**src/rtl/led_pattern_gen.sv**
```systemverilog
// led_pattern_gen
//   Generates the LED word for the downstream LED driver. Software picks a
//   pattern mode and seed with a one-cycle load strobe; the pattern then steps
//   once every TICK_DIV enabled clocks.
//
//   Modes: 0 STATIC (hold seed), 1 COUNT (binary up-count from seed),
//          2 SHIFT (rotate-left one-hot), 3 BOUNCE (one-hot ping-pong).
//
//   Ports:
//     clk        in   system clock, rising edge
//     rst_n      in   asynchronous active-low reset
//     mode       in   pattern select, sampled on load
//     sw_value   in   seed / static value, sampled on load
//     load       in   one-cycle strobe applying mode and sw_value
//     enable     in   1 = pattern advances, 0 = freeze
//     duty       in   (LED_PATTERN_PWM_EN only) 4-bit brightness, 15 = full on
//     led_out    out  registered LED word
//     step_tick  out  one-cycle pulse following each pattern step
//
//   Optional build macro: LED_PATTERN_PWM_EN adds the duty input and a 16-slot
//   PWM gate on led_out. Without it led_out is the pattern register itself.
module led_pattern_gen #(
    parameter int TICK_DIV = 50000000,
    parameter int LED_W    = 8
) (
    input  logic             clk,
    input  logic             rst_n,
    input  logic [1:0]       mode,
    input  logic [LED_W-1:0] sw_value,
    input  logic             load,
    input  logic             enable,
`ifdef LED_PATTERN_PWM_EN
    input  logic [3:0]       duty,
`endif
    output logic [LED_W-1:0] led_out,
    output logic             step_tick
);

    localparam int               PW     = (TICK_DIV > 1) ? $clog2(TICK_DIV) : 1;
    localparam logic [PW-1:0]    PS_MAX = PW'(TICK_DIV - 1);
    localparam logic [LED_W-1:0] ONE    = LED_W'(1);

    typedef enum logic [1:0] {
        MODE_STATIC = 2'd0,
        MODE_COUNT  = 2'd1,
        MODE_SHIFT  = 2'd2,
        MODE_BOUNCE = 2'd3
    } mode_t;

    typedef enum logic {
        DIR_LEFT  = 1'b0,
        DIR_RIGHT = 1'b1
    } dir_t;

    mode_t            mode_r, mode_n;
    dir_t             dir_r,  dir_n;
    logic [PW-1:0]    pres_r, pres_n;
    logic [LED_W-1:0] pat_r,  pat_n;
    logic             tick_n;

    always_ff @(posedge clk or negedge rst_n) begin
        if (!rst_n) begin
            mode_r    <= MODE_STATIC;
            dir_r     <= DIR_LEFT;
            pres_r    <= '0;
            pat_r     <= '0;
            step_tick <= 1'b0;
        end else begin
            mode_r    <= mode_n;
            dir_r     <= dir_n;
            pres_r    <= pres_n;
            pat_r     <= pat_n;
            step_tick <= tick_n;
        end
    end

    // Load takes priority over a coincident step: the step is dropped and the
    // prescaler restarts from zero.
    always_comb begin
        mode_n = mode_r;
        dir_n  = dir_r;
        pres_n = pres_r;
        pat_n  = pat_r;
        tick_n = 1'b0;
        if (load) begin
            mode_n = mode_t'(mode);
            pres_n = '0;
            case (mode_t'(mode))
                MODE_STATIC: pat_n = sw_value;
                MODE_COUNT:  pat_n = sw_value;
                MODE_SHIFT:  pat_n = ONE;
                MODE_BOUNCE: begin
                    pat_n = ONE;
                    dir_n = DIR_LEFT;
                end
                default:     pat_n = sw_value;
            endcase
        end else if (enable) begin
            if (pres_r == PS_MAX) begin
                pres_n = '0;
                tick_n = 1'b1;
                case (mode_r)
                    MODE_STATIC: pat_n = pat_r;
                    MODE_COUNT:  pat_n = pat_r + ONE;
                    MODE_SHIFT:  pat_n = {pat_r[LED_W-2:0], pat_r[LED_W-1]};
                    MODE_BOUNCE: begin
                        // Reverse at either end so the end bit is shown once.
                        if (dir_r == DIR_LEFT) begin
                            if (pat_r[LED_W-1]) begin
                                dir_n = DIR_RIGHT;
                                pat_n = pat_r >> 1;
                            end else begin
                                pat_n = pat_r << 1;
                            end
                        end else begin
                            if (pat_r[0]) begin
                                dir_n = DIR_LEFT;
                                pat_n = pat_r << 1;
                            end else begin
                                pat_n = pat_r >> 1;
                            end
                        end
                    end
                    default:     pat_n = pat_r;
                endcase
            end else begin
                pres_n = pres_r + PW'(1);
            end
        end
    end

`ifdef LED_PATTERN_PWM_EN
    logic [3:0]       pwm_cnt;
    logic             gate;
    logic [LED_W-1:0] led_q;

    assign gate = (pwm_cnt < duty) || (duty == 4'hF);

    // Gate the next pattern value so load/step latency stays one cycle.
    always_ff @(posedge clk or negedge rst_n) begin
        if (!rst_n) begin
            pwm_cnt <= '0;
            led_q   <= '0;
        end else begin
            pwm_cnt <= pwm_cnt + 4'd1;
            led_q   <= pat_n & {LED_W{gate}};
        end
    end

    assign led_out = led_q;
`else
    assign led_out = pat_r;
`endif

endmodule
```
**config.mk**
```make
export PLATFORM = sky130hd
export DESIGN_NAME = led_pattern_gen
export DESIGN_NICKNAME = d
export VERILOG_FILES = /design/src/rtl/led_pattern_gen.sv
export SDC_FILE = /design/constraint.sdc
export NUM_CORES = 1
export LEC_CHECK = 0
export ABC_AREA = 1
export CORE_MARGIN = 4
export CORE_UTILIZATION = 41
export CTS_CLUSTER_SIZE = 12
export DETAILED_ROUTE_END_ITERATION = 12
export PLACE_DENSITY_LB_ADDON = 0.25
export SLEW_MARGIN = 5
export SYNTH_ARGS = -nofsm -noshare
export SYNTH_HDL_FRONTEND = slang
export SYNTH_SLANG_ARGS = --single-unit
```
**constraint.sdc**
```tcl
create_clock -name clk -period 2.2 [get_ports clk]
set_input_delay 0.44 -clock clk [delete_from_list [all_inputs] [get_ports clk]]
set_output_delay 0.44 -clock clk [all_outputs]
set_load 0.005 [all_outputs]
```
==> flow_summary.ini, run 1 <==
[run_status]
outcome = completed

[logic_synthesis]
async_flop_share = 1.000
yosysWarnings = 0
synth_area_um2 = 2641
syn_nets = 407
synth_edf_count = 0
ys_seq_area_frac = 0.3600
syn_inst = 390
ys.flop_type = dfrtp_1
ys_seq_elements = 38
synthDistinctLibCells = 33
syn_avg_cell_area_um2 = 6.773

[worst_setup_path]
path_class = flop to output port
crit_buf_inv = 1
crit_slowest_cell = clkdlybuf4s50_1
path_cells = clkdlybuf4s50_1
cp.required_ns = 1.76
crit_arrival_ns = 1.36
cp-end-kind = output port
critPathTopFamily = buffers and inverters
cp_max_fo = 8
start_kind = flop
max_stage_delay_ns = 0.56

[sta]
finalSetupTns_ns = 0
slew_headroom = 0.6032
slew_viol_final = 0
rsz0062_at_grt = no
hold_viol_final = 0
timing.final.crit_share = 0.8198
tightestPinTransition_ns = 0.5953
finalCriticalPeriod_ns = 1.803
fin_skew_ns = 0.01012
finalSetupViolations = 0
whs_ns = 0.1518
fmaxAchievable_mhz = 554.5

[clocking]
cts_tree = built
postCtsResizedCells = 0
postCtsHoldBufs = 0
post_cts_buffers = 0
clock_latency_ns = 0.29
numCtsBuffers = 5
root_buffer = clkbuf_8
clockBufferDepth = 2
h-tree-depth = 2
cts.sinks = 38
path_clk_slew_ns = 0.07

[route]
drt_wl_total_um = 6526
first_iter_violations = 292
firstDrtPassIters = 4
drc = 0
wl_per_cell_um = 13.13
vias = 2584
ant_nets = 0
routed_via_density = 5.199

[placement]
place.gp.congestion = 0.8870
io_buffers = 22
dp_hpwl_um = 5063
place_area_um2 = 2975

[floorplanning]
dieArea_um2 = 7791
fp-row-count = 28
num_io_pins = 23
core-area_um2 = 6096
fp.dieH_um = 88.27
die_w_um = 88.27
start_util = 0.4333

[finish]
fill_cells = 657
fin_area_um2 = 3052
multi_input_area_um2 = 1479
drive_gt1_frac = 0.09716
area_growth_pct = 15.54
seqCellArea_um2 = 950.9
diodes = 0
fin_nets = 439

[power]
ir_worst_vdd_uv = 425.1
p_leak_uw = 0.001419
powerDensity_nw_per_um2 = 523.5

[flow_run]
maxCapViolations = 0

[global_route]
grtUsageTotal = 0.1829
gr-usage-met3 = 0.04097
grt_overflow = 0
use_met1 = 0.2715
grt-busiest-layer = met1
grt_pass1_vias = 2410
grt_max_degree = 27
antenna_found_initial = 0
grt_use_met2 = 0.2678
grt_pass1_wl_um = 11300

[hold_path]
hp-class = primary input to async pin
[logic make-up after synthesis]
| group | after synthesis | share of synthesized area |
|---|---|---|
| simple gates | 254 | 0.4368 |
| buf+inv | 50 | 0.08005 |
| compound gates | 38 | 0.08575 |
| flops | 38 | 0.3600 |
| xor+xnor | 7 | 0.02321 |
| fa+ha+maj | 3 | 0.01421 |
[metrics by stage]
stage	utilization	total power (µW)	std cells	worst slack, ns
after CTS	0.5006	1610	497	0.3678
after floorplan	-	1004	390	0.7116
after detailed placement	0.4881	1162	490	0.1841
after global placement	0.4881	1159	490	0.2453
final	0.5006	1598	497	0.3965
after global routing	0.5006	1699	497	0.1896
[metal layers]
layer	part of all wire	routed length, µm	vias up
met2	0.44	2846	64
met4	0.012	76	0
li1	-	-	1305
met3	0.049	319	8
met1	0.50	3283	1207
met5	0	0	-
[report_power, final]
group,leakage [µW],internal (µW),switching (µW)
clock network,0.0000383,218,229
registers,0.000514,741,79.3
logic,0.000867,154,175
[synth_stat cells (2+ instances only)]
cell        n  area (µm²)
nor3_1     11       55.05
nor2_4      3       33.78
nand2_4     3       33.78
nor2_2      7       43.79
o21ai_1     2       10.01
nand2_1   131       491.7
nand2_2     4       25.02
a21oi_1    12       60.06
dfrtp_1    38       950.9
nand3_1    41       205.2
o21bai_1    3       22.52
a31oi_1     2       12.51
nor3_2      2       20.02
inv_1      42       157.7
nand4_1     4       25.02
ha_1        3       37.54
nor2_1     43       161.4
buf_2       5       25.02
o21ai_0    14       70.07
xor2_1      6       52.55
nand3b_1    2       15.01
[registers in the layout (all words and copies together) (netlist names)]
register and cells:
pres_r 26, mode_r 2, step_tick 1, dir_r 1, led_out 8
[cell usage in the layout, fill, tap and decap left out, drive strengths merged, types with 2 or more instances in the layout]
cell type / instances
nand2: 138
nor2: 54
inv: 43
nand3: 42
dfrtp: 38
clkdlybuf4s50: 21
o21ai: 16
nor3: 13
a21oi: 12
buf: 11
clkbuf: 7
xor2: 6
nand4: 4
o21bai: 4
ha: 3
nand3b: 2
a31oi: 2
[layout make-up]
class	count	share of cell area
well taps	75	0.03075
clock buffers	7	0.02501
flip-flops and latches	38	0.3116
inverters	43	0.05289
multi-input cells	302	0.4846
repair buffers	32	0.09512
[path summary, 6_finish.rpt]
path | startpoint | endpoint | slack, ns | cells after the start
hold reg to reg | pres_r[0] | pres_r[0] | 0.51 | 1
min in group clk | pres_r[0] | pres_r[0] | 0.51 | 1
setup reg to reg | pres_r[0] | led_out[1] | 0.40 | 10
max in group asynchronous | rst_n | pres_r[10] | 1.51 | 2
hold / removal | rst_n | pres_r[18] | 0.15 | 1
setup / recovery | led_out[1] | led_out[1] | 0.40 | 1
(Power assumes the default switching activity.)
==> run 2: changes to the inputs <==
clock period = 1.81 ns   (was 2.2 ns; I/O delays follow)
==> run 2 against run 1 <==
Routed wire length rose by 1.5%. First-iteration DRC count fell by 15%. Critical path depth did not move. Critical endpoint is now led_out[2]. Non-clock buffer count rose by 10. Sequential power rose by 20%. Power rose by 33%. Global-route usage rose by 0.32 points. Final cell count rose by 2.2%. Core utilization rose by 1.9 points. Cell area rose by 3.9%. Highest routed layer unchanged. Die area did not move.
==> flow_summary.ini, run 2 (synthesis results as in run 1) <==
[floorplanning]
die_w_um = 88.27
core-area_um2 = 6096
fp.dieH_um = 88.27
dieArea_um2 = 7791
fp-row-count = 28
num_io_pins = 23
start_util = 0.4333

[global_route]
antenna_found_initial = 0
grt_pass1_vias = 2405
grtUsageTotal = 0.1861
grt_overflow = 0
grt_max_degree = 39
grt_pass1_wl_um = 11450

[worst_setup_path]
start_kind = flop
path_cells = clkdlybuf4s50_1
crit_slowest_cell = clkdlybuf4s50_1
reg2reg_slack_ns = 0.17
max_stage_delay_ns = 0.57
crit_buf_inv = 1
cp.required_ns = 1.45
crit_arrival_ns = 1.37
path_class = flop to output port
cp_max_fo = 10
cp-end-kind = output port
critPathTopFamily = buffers and inverters

[clocking]
path_clk_slew_ns = 0.07
numCtsBuffers = 5
clockBufferDepth = 2
cts.sinks = 38
root_buffer = clkbuf_8
post_cts_buffers = 0
cts_tree = built
h-tree-depth = 2
clock_latency_ns = 0.28

[power]
pwr-share-comb = 0.205
switching_share = 0.2852
p_int_uw = 1518
p_leak_uw = 0.001483
ir_worst_vdd_uv = 435.6
switchingPower_uw = 605.6
seqPwrFrac = 0.463
powerDensity_nw_per_um2 = 670.0
clockPowerShare = 0.332

[hold_path]
hp-class = primary input to async pin

[placement]
place.gp.congestion = 0.9288
dp_hpwl_um = 5198
io_buffers = 22

[finish]
fin_nets = 449
final_common_cell = nand2_1
largest-register = pres_r
largest_register_ffs = 26
area_growth_pct = 19.99
layout_common_cells = nand2_1, nor2_1, inv_1, nand3_1, dfrtp_1
diodes = 0
drive_gt1_frac = 0.1224
postLayoutCoreUtil = 0.5199

[sta]
whs_ns = 0.1159
hold_viol_final = 0
finalSetupTns_ns = 0
finalSetupViolations = 0
fmaxAchievable_mhz = 577.4
fin_skew_ns = 0.008759
timing.final.crit_share = 0.9569
slew_viol_final = 0
tightestPinTransition_ns = 0.4899
finalCriticalPeriod_ns = 1.732
slew_headroom = 0.6734
rsz0062_at_grt = no

[route]
wl_per_cell_um = 13.04
drc = 0
firstDrtPassIters = 5
drt_wl_total_um = 6623
routed_via_density = 5.081
first_iter_violations = 248
vias = 2581
ant_nets = 0

[flow_run]
maxCapViolations = 0

[run_status]
outcome = completed
## run 2: cell types whose count changed in the layout (fill, tap and decap cells not counted), sizes merged
cell    before  now
buf         11   21
bufinv       0    1
## run 2: layout make-up
cell class,count,area [µm²]
Clock buffer,7,76.32
Inverter,43,161.4
Clock inverter,1,30.03
Tap cell,75,93.84
Timing Repair Buffer,42,365.4
Fill cell,618,2927
Sequential cell,38,950.9
Multi-Input combinational cell,302,1491
## run 2: metrics by stage
stage | instances | setup WS [ns] | area, µm² | power [µW]
final | 508 | 0.07798 | 3169 | 2123
after CTS | 508 | 0.06659 | 3157 | 2141
after detailed placement | 500 | -0.05263 | 3050 | 1431
after global placement | 500 | 0.01848 | 3050 | 1430
after global routing | 508 | 0.01539 | 3169 | 2245
after floorplan | 390 | 0.3216 | 2641 | 1221
## run 2: timing repair
item / 4_1_cts / 5_1_grt
hold buffers: 0 / 0
resized for setup: 0 / 3
setup endpoints to repair: 0 / 19
## run 2: power groups by stage
stage,Clock [µW],Sequential (µW),Combinational [µW]
final,705,984,434
after global routing,757,994,495
after CTS,724,982,435
after detailed placement,0,998,433
after global placement,0,999,431
after floorplan,0,978,243
## run 2: worst reg2reg max path: stages (launching register included)
cell and delay, ns:
dfrtp_1 0.39, ha_1 0.18, nand2_1 0.10, nor2_4 0.13, nand2_2 0.11, nor2_8 0.11, nand3_4 0.12, o21bai_4 0.28
nand2_1 0.09, nand2_1 0.06
## run 2: final timing paths
path | startpoint | end | cells after the start
max reg2reg | pres_r[0] | led_out[5] | 9
min | rst_n | pres_r[23] | 2
max | led_out[2] | led_out[2] | 1
max in group asynchronous | rst_n | pres_r[11] | 2
min reg2reg | pres_r[0] | pres_r[0] | 1
min in group clk | pres_r[0] | pres_r[0] | 1
## run 2: routing by layer
layer | vias up | global-route usage | share of wire | wire length [µm]
met3 | 8 | 0.04749 | 0.060 | 400
met1 | 1176 | 0.2872 | 0.51 | 3385
met4 | 0 | 0.04533 | 0.012 | 80
met2 | 73 | 0.2583 | 0.42 | 2756
li1 | 1324 | - | - | -
met5 | - | 0 | 0 | 0
